===== config.mk =====
export PLATFORM = sky130hd
export DESIGN_NAME = weight_fifo_arr_control
export DESIGN_NICKNAME = d
export VERILOG_FILES = /design/src/rtl/weight_fifo_arr_control.sv
export SDC_FILE = /design/constraint.sdc
export NUM_CORES = 1
export LEC_CHECK = 0
export ABC_AREA = 1
export BUFFER_PORTS_ARGS = -buffer_cell sky130_fd_sc_hd__buf_2
export CAP_MARGIN = 5
export CORE_MARGIN = 2
export CORE_UTILIZATION = 30
export CTS_BUF_LIST = sky130_fd_sc_hd__clkbuf_4
export DETAILED_ROUTE_END_ITERATION = 12
export PLACE_DENSITY_LB_ADDON = 0.2
export REMOVE_ABC_BUFFERS = 1
export SETUP_SLACK_MARGIN = 0.05
export SKIP_LAST_GASP = 1
export SLEW_MARGIN = 20
export SYNTH_ARGS = -nofsm -noshare
export SYNTH_HDL_FRONTEND = slang
export SYNTH_SLANG_ARGS = --single-unit

===== constraint.sdc =====
create_clock -name clk -period 1.62 [get_ports clk]
set_clock_uncertainty 0.15 [all_clocks]
set_input_delay 0.162 -clock clk [delete_from_list [all_inputs] [get_ports clk]]
set_output_delay 0.162 -clock clk [all_outputs]
set_load 0.1 [all_outputs]

===== src/rtl/weight_fifo_arr_control.sv =====
// Weight loader: pops weight rows from the FIFO into the array shift chain, zero-pads, latches, reports done.
// Optional macro WEIGHT_LOAD_TIMEOUT_EN adds an empty-FIFO stall timeout that aborts to DONE with err.
module weight_fifo_arr_control #(
  parameter int width_height   = 16,
  parameter int TIMEOUT_CYCLES = 256
) (
  input  logic                            clk,
  input  logic                            reset,
  input  logic                            weight_fifo_arr_en,
  input  logic [$clog2(width_height)-1:0] num_row_weight_mat,
  input  logic                            fifo_empty,
  output logic                            fifo_rd_en,
  output logic                            weight_shift,
  output logic                            weight_zero,
  output logic                            weight_latch,
  output logic                            weight_fifo_arr_done,
  output logic                            err
);

  localparam int CW = $clog2(width_height) + 1;

  typedef enum logic [1:0] {IDLE, LOAD, LATCH, DONE} state_t;

  state_t        state;
  logic [CW-1:0] rows;
  logic [CW-1:0] cnt;
  logic          in_load;
  logic          pad;
  logic          shift_now;
  logic          last;
  logic          timeout_hit;

  // Shift/pop are gated by en so an aborting cycle never consumes a row.
  assign in_load   = (state == LOAD) && weight_fifo_arr_en;
  assign pad       = (cnt >= rows);
  assign shift_now = in_load && (pad || !fifo_empty);
  assign last      = (cnt == CW'(width_height - 1));

  assign fifo_rd_en           = in_load && !pad && !fifo_empty;
  assign weight_shift         = shift_now;
  assign weight_zero          = in_load && pad;
  assign weight_latch         = (state == LATCH) && weight_fifo_arr_en;
  assign weight_fifo_arr_done = (state == DONE);

`ifdef WEIGHT_LOAD_TIMEOUT_EN
  localparam int SW = $clog2(TIMEOUT_CYCLES + 1);

  logic [SW-1:0] stall_cnt;
  logic          stall;
  logic          err_q;

  assign stall       = in_load && !pad && fifo_empty;
  assign timeout_hit = stall && (stall_cnt == SW'(TIMEOUT_CYCLES - 1));
  assign err         = err_q;

  always_ff @(posedge clk) begin
    if (reset) begin
      stall_cnt <= '0;
      err_q     <= 1'b0;
    end else begin
      if (state != LOAD || shift_now)
        stall_cnt <= '0;
      else if (stall)
        stall_cnt <= stall_cnt + SW'(1);

      if (timeout_hit)
        err_q <= 1'b1;
      else if (state != DONE || !weight_fifo_arr_en)
        err_q <= 1'b0;
    end
  end
`else
  assign timeout_hit = 1'b0;
  assign err         = 1'b0;
`endif

  always_ff @(posedge clk) begin
    if (reset) begin
      state <= IDLE;
      rows  <= '0;
      cnt   <= '0;
    end else begin
      case (state)
        IDLE: begin
          if (weight_fifo_arr_en) begin
            rows  <= {1'b0, num_row_weight_mat} + CW'(1);
            cnt   <= '0;
            state <= LOAD;
          end
        end
        LOAD: begin
          if (!weight_fifo_arr_en) begin
            state <= IDLE;
          end else if (shift_now) begin
            cnt <= cnt + CW'(1);
            if (last)
              state <= LATCH;
          end else if (timeout_hit) begin
            state <= DONE;
          end
        end
        LATCH: state <= weight_fifo_arr_en ? DONE : IDLE;
        DONE: begin
          if (!weight_fifo_arr_en)
            state <= IDLE;
        end
        default: state <= IDLE;
      endcase
    end
  end

endmodule


Yosys cells after proc, flatten, opt, wreduce, memory -nomap -nowiden
Cells that the tools add are included.
W data, S select, Z words.

word-level totals
  bits in registers = 12
  bits in latches = 0
  memory bits (writable) = 0
  bits in read-only memories = 0
  bits of input ports = 8
  output and inout bits = 6
  word-level logic and storage cells = 41
  memories kept = 0

cells by class
  add/sub/neg operators = 2
  multiply operators = 0
  divide/modulo/power cells = 0
  magnitude comparators = 1
  equal/unequal tests = 10
  shift-type cells = 0
  muxes and demuxes = 11
  bitwise gates (word level) = 0
  reduce and logical (&&, ||, !) cells = 14

operators by type and width
  operator               number
  $mux W5                3
  $mux W2                6
  $pmux W5 S2            1
  $ne A2 B2 Y1 const B   4
  $pmux W2 S4            1
  $reduce_and A4 Y1      2
  $logic_and A1 B1 Y1    6
  $ne A3 B3 Y1 const B   2
  $add A4 B1 Y5 const B  1
  $add A5 B1 Y5 const B  1
  $eq A5 B4 Y1 const B   1
  $ge A5 B5 Y1           1
  $eq A2 B2 Y1 const B   2
  $eq A2 B1 Y1 const B   1
  $logic_not A1 Y1       2
  $logic_not A2 Y1       1
  $reduce_and A2 Y1      1
  $reduce_bool A2 Y1     1
  $logic_or A1 B1 Y1     1

Longest topological paths before layout
Gate-level depths: netlist of run 1.

  depth after elaboration = 6
  depth in mapped cells = 10
  depth with buffers taken out = 10

Worst setup path after synthesis of run 1
Ideal clock, no wire load.

  kind = register to output
  start = register state[1]
  end = output weight_latch
  data arrival time = 2464 ps
  data required time = 1308 ps
  path slack = -1156 ps
  cell stages (with the launch flop) = 3
  path buffers = 0
  cells stage by stage = dfxtp_1 -> inv_2 -> nor3_1

between the ends
  word-level cells in the longest chain between the ends = 2

RTL lines
  element                   line  text
  start: declaration        24    state_t state;
  start signal: assignment  102   LATCH: state <= weight_fifo_arr_en ? DONE : IDLE;
  $eq A2 B2 Y1              42    assign weight_latch = (state == LATCH) && weight_fifo_arr_en;
  $logic_and A1 B1 Y1       42
  end: declaration          15    output logic weight_latch,

Every way passes these cells.

Worst setup path in the final report of run 1
  start = register rows[4]
  end = output weight_zero

between the ends
  word-level cells in the longest chain between the ends = 2

RTL lines
  element                   line  text
  start: declaration        25    logic [CW-1:0] rows;
  start signal: assignment  86    rows <= {1'b0, num_row_weight_mat} + CW'(1);
  $ge A5 B5 Y1              35    assign pad = (cnt >= rows);
  $logic_and A1 B1 Y1       41    assign weight_zero = in_load && pad;
  end: declaration          14    output logic weight_zero,

Every way passes these cells.

==> impl_metrics.ini, run 1 <==
[routing]
drc = 0
avgViaCountPerCell = 4.61
ant_nets = 0
drt_iter0_drc = 9
dr.pass1.iters = 4
vias = 798
routedWlPerCell_um = 12.2
finalWirelength_um = 2110

[cts]
cts_tree = built
clk_latency_ns = 0.27
cts-buffers-inserted = 3
htree_levels = 1
clock-root-buffer = clkbuf_4
clk_path_buf_depth = 2
clock_sinks = 12
clk_pin_slew_ns = 0.09

[power]
p_sw_uw = 245
switching_share_pct = 33.8
p_seq_share_pct = 43.2
ir_drop_uv = 337
power.share.clock_pct = 26.9
finalPower_uw = 725
combPwrFrac_pct = 29.9
powerDensity_nw_per_um2 = 550
leakagePower_uw = 0.000569
p_int_uw = 480

[timing]
rsz0062_at_grt = yes
setup_ws_ns = -0.291
max_freq_mhz = 523
maxSlewViolCount = 0
fin_crit_sh_pct = 118
setup_viol = 8
post-route-min-period_ns = 1.91
fin_tns_setup_ns = -1.72
finalHoldViolations = 0

[critical_path]
required_ns = 1.31
crit_type = reg2out
start_kind = register
crit_arrival_ns = 1.60
crit_path_end_kind = output pin
path_max_fanout = 2
critPathLaunch = rows[4]$_SDFFE_PP0P_
reg2reg_from = rows[4]$_SDFFE_PP0P_

[worst_hold_path]
hold_class = in2reg
min_from = weight_fifo_arr_en

[global_routing]
grt_max_degree = 9
grt_pass1_vias = 830
antenna_found_initial = 0
gr-total-overflow = 0
grt_use_total_pct = 14.6
grt_pass1_wl_um = 3610

[status]
failed_checks = negative setup slack
status = finished with violations

[cells_and_area]
insertedDiodeCount = 0
nFillCells = 257
layout.nets = 160
drive_above_1_share_pct = 56.6
syn_to_final_growth_pct = 63.0

[die]
dieHeight_um = 55.9
initial_core_util_pct = 32.0
rows = 18
core_um2 = 2520
ioPinCount = 14
die_w_um = 55.9
die-area_um2 = 3130

[yosys]
yosysUniqueCellTypes = 24
ys_ff_latch = 12
yosysWarnings = 0
synth_cells = 111
ys_seq_area_share_pct = 29.7
syn_avg_cell_area_um2 = 7.28
syn_area_um2 = 808

[placed_design]
gp_congestion = 0.764
numPortBuffers = 12
dp_hpwl_um = 1440

[flow_run]
max-cap-violations = 0
## power by group through the flow
| stage | Combinational [uW] | Sequential (uW) | Clock (uW) |
|---|---|---|---|
| 2_1_floorplan | 102 | 317 | 0 |
| 3_3_place_gp | 154 | 317 | 0 |
| 3_5_place_dp | 158 | 318 | 0 |
| 4_1_cts | 185 | 313 | 203 |
| 5_1_grt | 237 | 315 | 216 |
| 6_report | 217 | 314 | 195 |
## routing by layer
metal,GRT usage (%),share of wire [%],vias up,wire length [um]
li1,-,-,418,-
met1,18.3,44,368,917
met2,25.0,53,10,1110
met3,2.56,2.8,2,58
met4,5.10,0.90,0,19
met5,0,0,-,0
## registers in the layout, summed over array words and instances (netlist names)
register and cells:
rows 5, state 2, cnt 5
## cells in the final DEF, fill, tap and decap left out, types with 3 or more instances in the layout
cell,synthesis,final
inv_1,19,13
nand3_1,8,4
dfxtp_1,12,4
nand3_2,2,4
buf_6,0,3
buf_2,0,7
nor2_1,9,6
buf_4,2,13
a21oi_2,2,4
dfxtp_2,0,8
inv_2,1,7
buf_12,0,4
ha_1,8,3
o21ai_0,4,4
nand2_4,2,6
nand2_1,18,12
nand2_2,4,6
clkbuf_4,0,4
ha_4,0,4
a21oi_1,10,7
## cell type report
type	count	area, um2	share of cell area (%)
clock buffer	3	22.5	1.71
multi-input combinational	76	646	49.0
inverter	21	83.8	6.36
sequential	12	250	19.0
tap	30	37.5	2.85
clock inverter	1	3.75	0.285
timing repair buffer	30	274	20.8
## cells in the mapped netlist, drive strengths merged
cell,count,share of area [%]
clkinv,1,0.62
nor3b,1,0.93
o21ai,4,2.5
buf,2,1.9
a31oi,1,0.77
o22ai,1,0.77
inv,20,9.3
a21oi,12,8.4
nand2,24,14
nor3,1,0.62
conb,1,0.46
nand3,10,7.4
nor2,10,6.7
ha,8,12
nand4,2,2.3
dfxtp,12,30
xor2,1,1.1
## stage by stage
stage          hold slack, ns  cell area (um2)  worst slack, ns  instances  util, %
2_1_floorplan          0.0811              793            -1.16        109        -
3_3_place_gp            0.231             1030          -0.0481        161     40.7
3_5_place_dp            0.236             1030           -0.108        161     40.7
4_1_cts                0.0108             1180           -0.307        168     46.6
5_1_grt                0.0291             1320           -0.354        173     52.2
6_report               0.0183             1320           -0.291        173     52.2
## critical path, cell delays in order (launching register included)
cell	delay, ns
dfxtp_2	0.34
inv_2	0.05
ha_4	0.28
nand2_4	0.07
nor2_4	0.13
nand2_4	0.08
nand3_4	0.09
nand2_4	0.06
inv_2	0.06
buf_12	0.16
## worst paths after layout
kind	to	slack [ns]	depth (start not counted)
setup / recovery	weight_zero	-0.29	9
hold / removal	state[1]$_SDFFE_PP0P_	0.02	3
hold reg to reg	rows[1]$_SDFFE_PP0P_	0.31	2
setup reg to reg	cnt[4]$_SDFFE_PP0P_	-0.22	12
## timing repair
item / in CTS / in global routing
cloned: 0 / 0
setup endpoints to repair: 11 / 11
pin swaps: 12 / 15
endpoints found under the hold margin: 5 / 0
buffers inserted: 1 / 6
resized for setup: 24 / 27
hold buffers: 2 / 0
## cell families after synthesis
family,share of synthesized area (%)
other,0.464
xor gates and xnor gates,1.08
buffers and inverters,11.8
AOI/OAI and AO/OA,12.4
DFF,29.7
and+or+nand+nor,32.2
adders and majority gates,12.4
Power figures use the tool's default switching activity.
==> run 2, diff against run 1 <==
ABC_AREA = unset   (was 1)
==> run 2 against run 1 <==
- the flow still finishes with violations (negative setup slack)
- die area decreased by 2.4%
- total power up 2.0%
- cell count shrank 11%
- via count down 7.8%
- largest cell class unchanged
- fmax shrank 12%
- combinational power is 11% higher
- register-to-register slack lost 0.22 ns
- routed wire length down 11%
- critical path depth fell by 1
- highest routed layer unchanged
==> impl_metrics.ini, run 2 <==
[cts]
clk_latency_ns = 0.28
clock-root-buffer = clkbuf_4
htree_levels = 1
clk_pin_slew_ns = 0.07
clock_sinks = 12
cts_tree = built
cts-buffers-inserted = 3
clk_path_buf_depth = 2

[timing]
fin_hold_ws_ns = 0.0340
finalHoldViolations = 0
rsz0062_at_grt = yes
maxSlewViolCount = 0
setup_viol = 10
setup_ws_ns = -0.550
max_freq_mhz = 461
fin_crit_sh_pct = 134
post-route-min-period_ns = 2.17

[power]
power.share.clock_pct = 25.1
leakagePower_uw = 0.000520
p_sw_uw = 230
p_seq_share_pct = 42.4
powerDensity_nw_per_um2 = 577
switching_share_pct = 31.1
ir_drop_uv = 457
p_int_uw = 510
combPwrFrac_pct = 32.5

[worst_hold_path]
hold_end = rows[4]$_SDFFE_PP0P_
hold_class = in2reg
min_path_cells = 3
min_from = num_row_weight_mat[3]

[routing]
drc = 0
avgViaCountPerCell = 4.78
routedWlPerCell_um = 12.1
dr.pass1.iters = 4
drt_iter0_drc = 5
vias = 736
finalWirelength_um = 1870
ant_nets = 0

[cells_and_area]
design_area_um2 = 1280
insertedDiodeCount = 0
final_cell_mix = buf_4 (15), dfxtp_2 (9), nand2_1 (7), buf_2 (7)
multi_input_comb_area_um2 = 628
syn_to_final_growth_pct = 63.0
nFillCells = 233
layout_commonest_cell = buf_4
regArea_um2 = 251
drive_above_1_share_pct = 55.6
layout.nets = 142
reg_top3 = cnt: 5 flops, rows: 5 flops, state: 2 flops
final_core_util_pct = 51.8
fin_cells = 154

[critical_path]
crit_type = reg2out
slowest_stage = dfxtp_2
reg2reg_from = rows[4]$_SDFFE_PP0P_
rrSetupSlack_ns = -0.44
crit_path_end_kind = output pin
required_ns = 1.31
path_max_fanout = 4
crit_arrival_ns = 1.86
start_kind = register
cpPeakStageDelay_ns = 0.34
crit_chain = inv_2 > ha_4 > and4_4 > a221oi_4 > buf_4 > buf_6 > a21oi_4 > buf_12
r2r_cells = 9
reg2reg_to = cnt[4]$_SDFFE_PP0P_

[placed_design]
dp_hpwl_um = 1340
gp_congestion = 0.714
dpl_cell_area_um2 = 1060
placed_cells = 146
place_ws_ns = -0.409
numPortBuffers = 12

[die]
ioPinCount = 14
die_w_um = 55.2
initial_core_util_pct = 31.8
rows = 18
die-area_um2 = 3050
core_um2 = 2480
dieHeight_um = 55.2

[global_routing]
grt_max_degree = 14
grt_pass1_wl_um = 3190
antenna_found_initial = 0
gr-total-overflow = 0
grt_pass1_vias = 718
grt_use_total_pct = 13.3

[yosys]
synth_top_area_cell = dfxtp_1
synthTopCellsByCount = dfxtp_1 (12), ha_1 (8), inv_1 (8), nand2_1 (8)
synth-edff-count = 0
synth_most_common_cell = dfxtp_1
syn_avg_cell_area_um2 = 8.74
synth_ff_type = dfxtp_1
yosysWarnings = 0
ys_ff_latch = 12
async_reset_ff_share_pct = 0
yosysUniqueCellTypes = 32
yosysTopAreaCellShare_pct = 30.5
synth_cells = 90
netlist_top_cells_area = dfxtp_1 (31%), ha_1 (13%), mux2i_1 (5.1%)
syn_area_um2 = 787
ys_seq_area_share_pct = 30.5

[status]
failed_checks = negative setup slack
status = finished with violations

[flow_run]
max-cap-violations = 0
-- run 2: kinds of logic (layout without fill, tap and decap cells) --
| kind of cell | Yosys count | after routing | synth area share (%) |
|---|---|---|---|
| simple gates | 36 | 36 | 25.6 |
| compound gates | 15 | 15 | 15.6 |
| flops | 12 | 12 | 30.5 |
| buf+inv | 11 | 45 | 5.88 |
| fa+ha+maj | 8 | 8 | 12.7 |
| mux | 5 | 5 | 6.99 |
| xor+xnor | 2 | 2 | 2.23 |
| other cells | 1 | 1 | 0.476 |
-- run 2: cell type report --
type,instances,area share (%)
clock buffer,3,1.76
inverter,8,2.34
multi-input combinational,67,49.0
sequential,12,19.6
tap,30,2.93
timing repair buffer,34,24.4
-- run 2: how the worst max path moves through the flow --
stage | from | to | cells after the start
2_1_floorplan | rows[4]$_SDFFE_PP0P_ | fifo_rd_en | 6
3_3_place_gp | rows[3]$_SDFFE_PP0P_ | fifo_rd_en | 8
3_5_place_dp | rows[4]$_SDFFE_PP0P_ | fifo_rd_en | 8
4_1_cts | cnt[0]$_SDFFE_PP0P_ | fifo_rd_en | 8
5_1_grt | rows[4]$_SDFFE_PP0P_ | fifo_rd_en | 8
6_report | rows[4]$_SDFFE_PP0P_ | weight_shift | 8
-- run 2: routing by layer --
metal	part of all wire (%)	vias to the layer above	global-route usage [%]
met2	47	9	20.4
met5	0	-	0
li1	-	388	-
met3	2.5	5	2.34
met1	49	334	17.9
met4	1.5	0	6.27
-- run 2: per-stage QoR --
step	TNS, ns	power, uW
5_1_grt	-4.29	778
3_3_place_gp	-2.46	495
2_1_floorplan	-7.32	426
4_1_cts	-2.77	712
3_5_place_dp	-2.88	496
6_report	-3.53	740
-- run 2: power groups by stage --
stage | logic, uW | clock network (uW) | registers [uW]
final | 240 | 186 | 314
after global routing | 263 | 201 | 315
after CTS | 206 | 192 | 314
after detailed placement | 178 | 0 | 318
after global placement | 178 | 0 | 317
after floorplan | 109 | 0 | 317
-- run 2: what timing repair did --
item / 4_1_cts / 5_1_grt
endpoints found under the setup margin: 11 / 14
buffers inserted: 2 / 4
pin swaps: 11 / 9
endpoints found under the hold margin: 1 / 0
resized for setup: 28 / 9
hold buffers: 1 / 0
-- run 2: critical path: cells and delay by family, from the launching register on --
family | cells | cell delay (ns)
buffers and inverters | 4 | 0.50
DFF | 1 | 0.34
adders and majority gates | 1 | 0.26
AOI/OAI and AO/OA | 2 | 0.25
and+or+nand+nor | 1 | 0.22
==> run 3, diff against run 2 <==
CORE_MARGIN = unset   (was 2)
CTS_BUF_LIST = sky130_fd_sc_hd__clkbuf_2 sky130_fd_sc_hd__clkbuf_4 sky130_fd_sc_hd__clkbuf_8   (was sky130_fd_sc_hd__clkbuf_4)
==> run 3 against run 2 <==
- routed wire length shrank 2.7%
- worst hold slack gained 0.0086 ns
- highest routed layer unchanged
- critical path type unchanged
- critical endpoint is now fifo_rd_en
- sequential share of layout area grew 0.49 points
- core utilization shrank 1.5 points
- the run still ends with negative setup slack left
- largest power group unchanged
- register-to-register slack gained 0.08 ns
==> impl_metrics.ini, run 3 (same netlist as run 2, synthesis figures left out) <==
[critical_path]
crit_arrival_ns = 1.84
required_ns = 1.31
r2r_cells = 8
cp_top_family = simple AND/OR/NAND/NOR gates
rrSetupSlack_ns = -0.36
slowest_stage = dfxtp_2
start_kind = register
reg2reg_to = cnt[4]$_SDFFE_PP0P_
path_buf_inv = 3
crit_path_end_kind = output pin
crit_type = reg2out
cpPeakStageDelay_ns = 0.34
reg2reg_from = rows[3]$_SDFFE_PP0P_
path_max_fanout = 2
crit_chain = inv_2 > ha_4 > and4_4 > a221oi_4 > nand2_1 > nor3_2 > buf_4 > buf_12

[power]
powerDensity_nw_per_um2 = 610
ir_drop_uv = 545
leakagePower_uw = 0.000508

[routing]
drc = 0
drt_iter0_drc = 16
routedWlPerCell_um = 12.0
finalWirelength_um = 1820
ant_nets = 0
avgViaCountPerCell = 4.77
dr.pass1.iters = 4
vias = 725

[status]
failed_checks = negative setup slack
status = finished with violations

[timing]
fin_hold_ws_ns = 0.0426
setup_ws_ns = -0.527
max_freq_mhz = 466
rsz0062_at_grt = yes
maxSlewViolCount = 0
fin_crit_sh_pct = 133
setup_viol = 10
post-route-min-period_ns = 2.15
finalHoldViolations = 0

[global_routing]
grtUsageMet3_pct = 1.72
grt_max_degree = 16
gr-total-overflow = 0
grt_util_met1_pct = 19.1
top_usage_layer = met2
grt_use_total_pct = 15.0
grt_pass1_wl_um = 3020
grt.met2_usage_pct = 24.4
antenna_found_initial = 0
grt_pass1_vias = 711

[cells_and_area]
drive_above_1_share_pct = 52.5
layout.nets = 139
syn_to_final_growth_pct = 58.2
reg_top3 = cnt: 5 flops, rows: 5 flops, state: 2 flops
insertedDiodeCount = 0
final_cell_mix = buf_4 (15), nand2_1 (8), dfxtp_2 (8)
layout_commonest_cell = buf_4
final_core_util_pct = 50.3

[worst_hold_path]
min_from = num_row_weight_mat[3]
hold_end = rows[4]$_SDFFE_PP0P_
hold_class = in2reg
min_path_cells = 3

[placed_design]
place_ws_ns = -0.332
dp_hpwl_um = 1270
numPortBuffers = 12
gp_congestion = 0.709

[die]
dieHeight_um = 53.2
die-area_um2 = 2830
die_w_um = 53.2
core_um2 = 2480
ioPinCount = 14
initial_core_util_pct = 31.8
rows = 18

[cts]
cts_tree = built
cts-buffers-inserted = 3
clk_latency_ns = 0.27
clock-root-buffer = clkbuf_4
htree_levels = 1
clock_sinks = 12
clk_path_buf_depth = 2
clk_pin_slew_ns = 0.08

[flow_run]
max-cap-violations = 0
run 3: worst max path at each step:
stage	from	end	slack, ns	cells after the start
2_1_floorplan	rows[4]$_SDFFE_PP0P_	fifo_rd_en	-2.13	6
3_3_place_gp	rows[3]$_SDFFE_PP0P_	fifo_rd_en	-0.32	8
3_5_place_dp	rows[4]$_SDFFE_PP0P_	fifo_rd_en	-0.33	8
4_1_cts	rows[1]$_SDFFE_PP0P_	fifo_rd_en	-0.56	8
5_1_grt	rows[3]$_SDFFE_PP0P_	fifo_rd_en	-0.66	8
6_report	rows[3]$_SDFFE_PP0P_	fifo_rd_en	-0.53	8
run 3: cell type report:
cell class	instances	area (um2)
Inverter	8	30.0
Multi-Input combinational cell	67	603
Tap cell	30	37.5
Clock buffer	4	36.3
Timing Repair Buffer	31	288
Fill cell	245	1230
Sequential cell	12	250
run 3: layer usage:
layer | routed length [um] | share of wire (%)
met3 | 31 | 1.7
met2 | 877 | 48
met4 | 20 | 1.1
met5 | 0 | 0
met1 | 888 | 49
run 3: through the flow:
step | TNS [ns] | instances | cell area (um2) | total power (uW)
after detailed placement | -2.66 | 146 | 1070 | 501
after global routing | -3.55 | 152 | 1240 | 799
after CTS | -2.89 | 152 | 1220 | 761
final | -2.67 | 152 | 1240 | 759
after floorplan | -7.32 | 87 | 771 | 426
after global placement | -2.42 | 146 | 1070 | 499
run 3: repair_timing:
action                                  in CTS  in global routing
gates resized for setup                     21                  7
hold buffers                                 1                  0
hold endpoints to repair                     1                  0
setup buffers                                2                  0
endpoints found under the setup margin      11                 11
pin swaps                                   11                  6
run 3: worst min-delay path, stage by stage:
cell	delay (ns)
buf_2	0.11
nand4_1	0.09
a21oi_1	0.06
run 3: power by group:
group	switching [uW]	total (uW)	internal, uW
combinational	112	210	98.2
sequential	7.73	314	306
clock	99.1	235	136
total	218	759	541
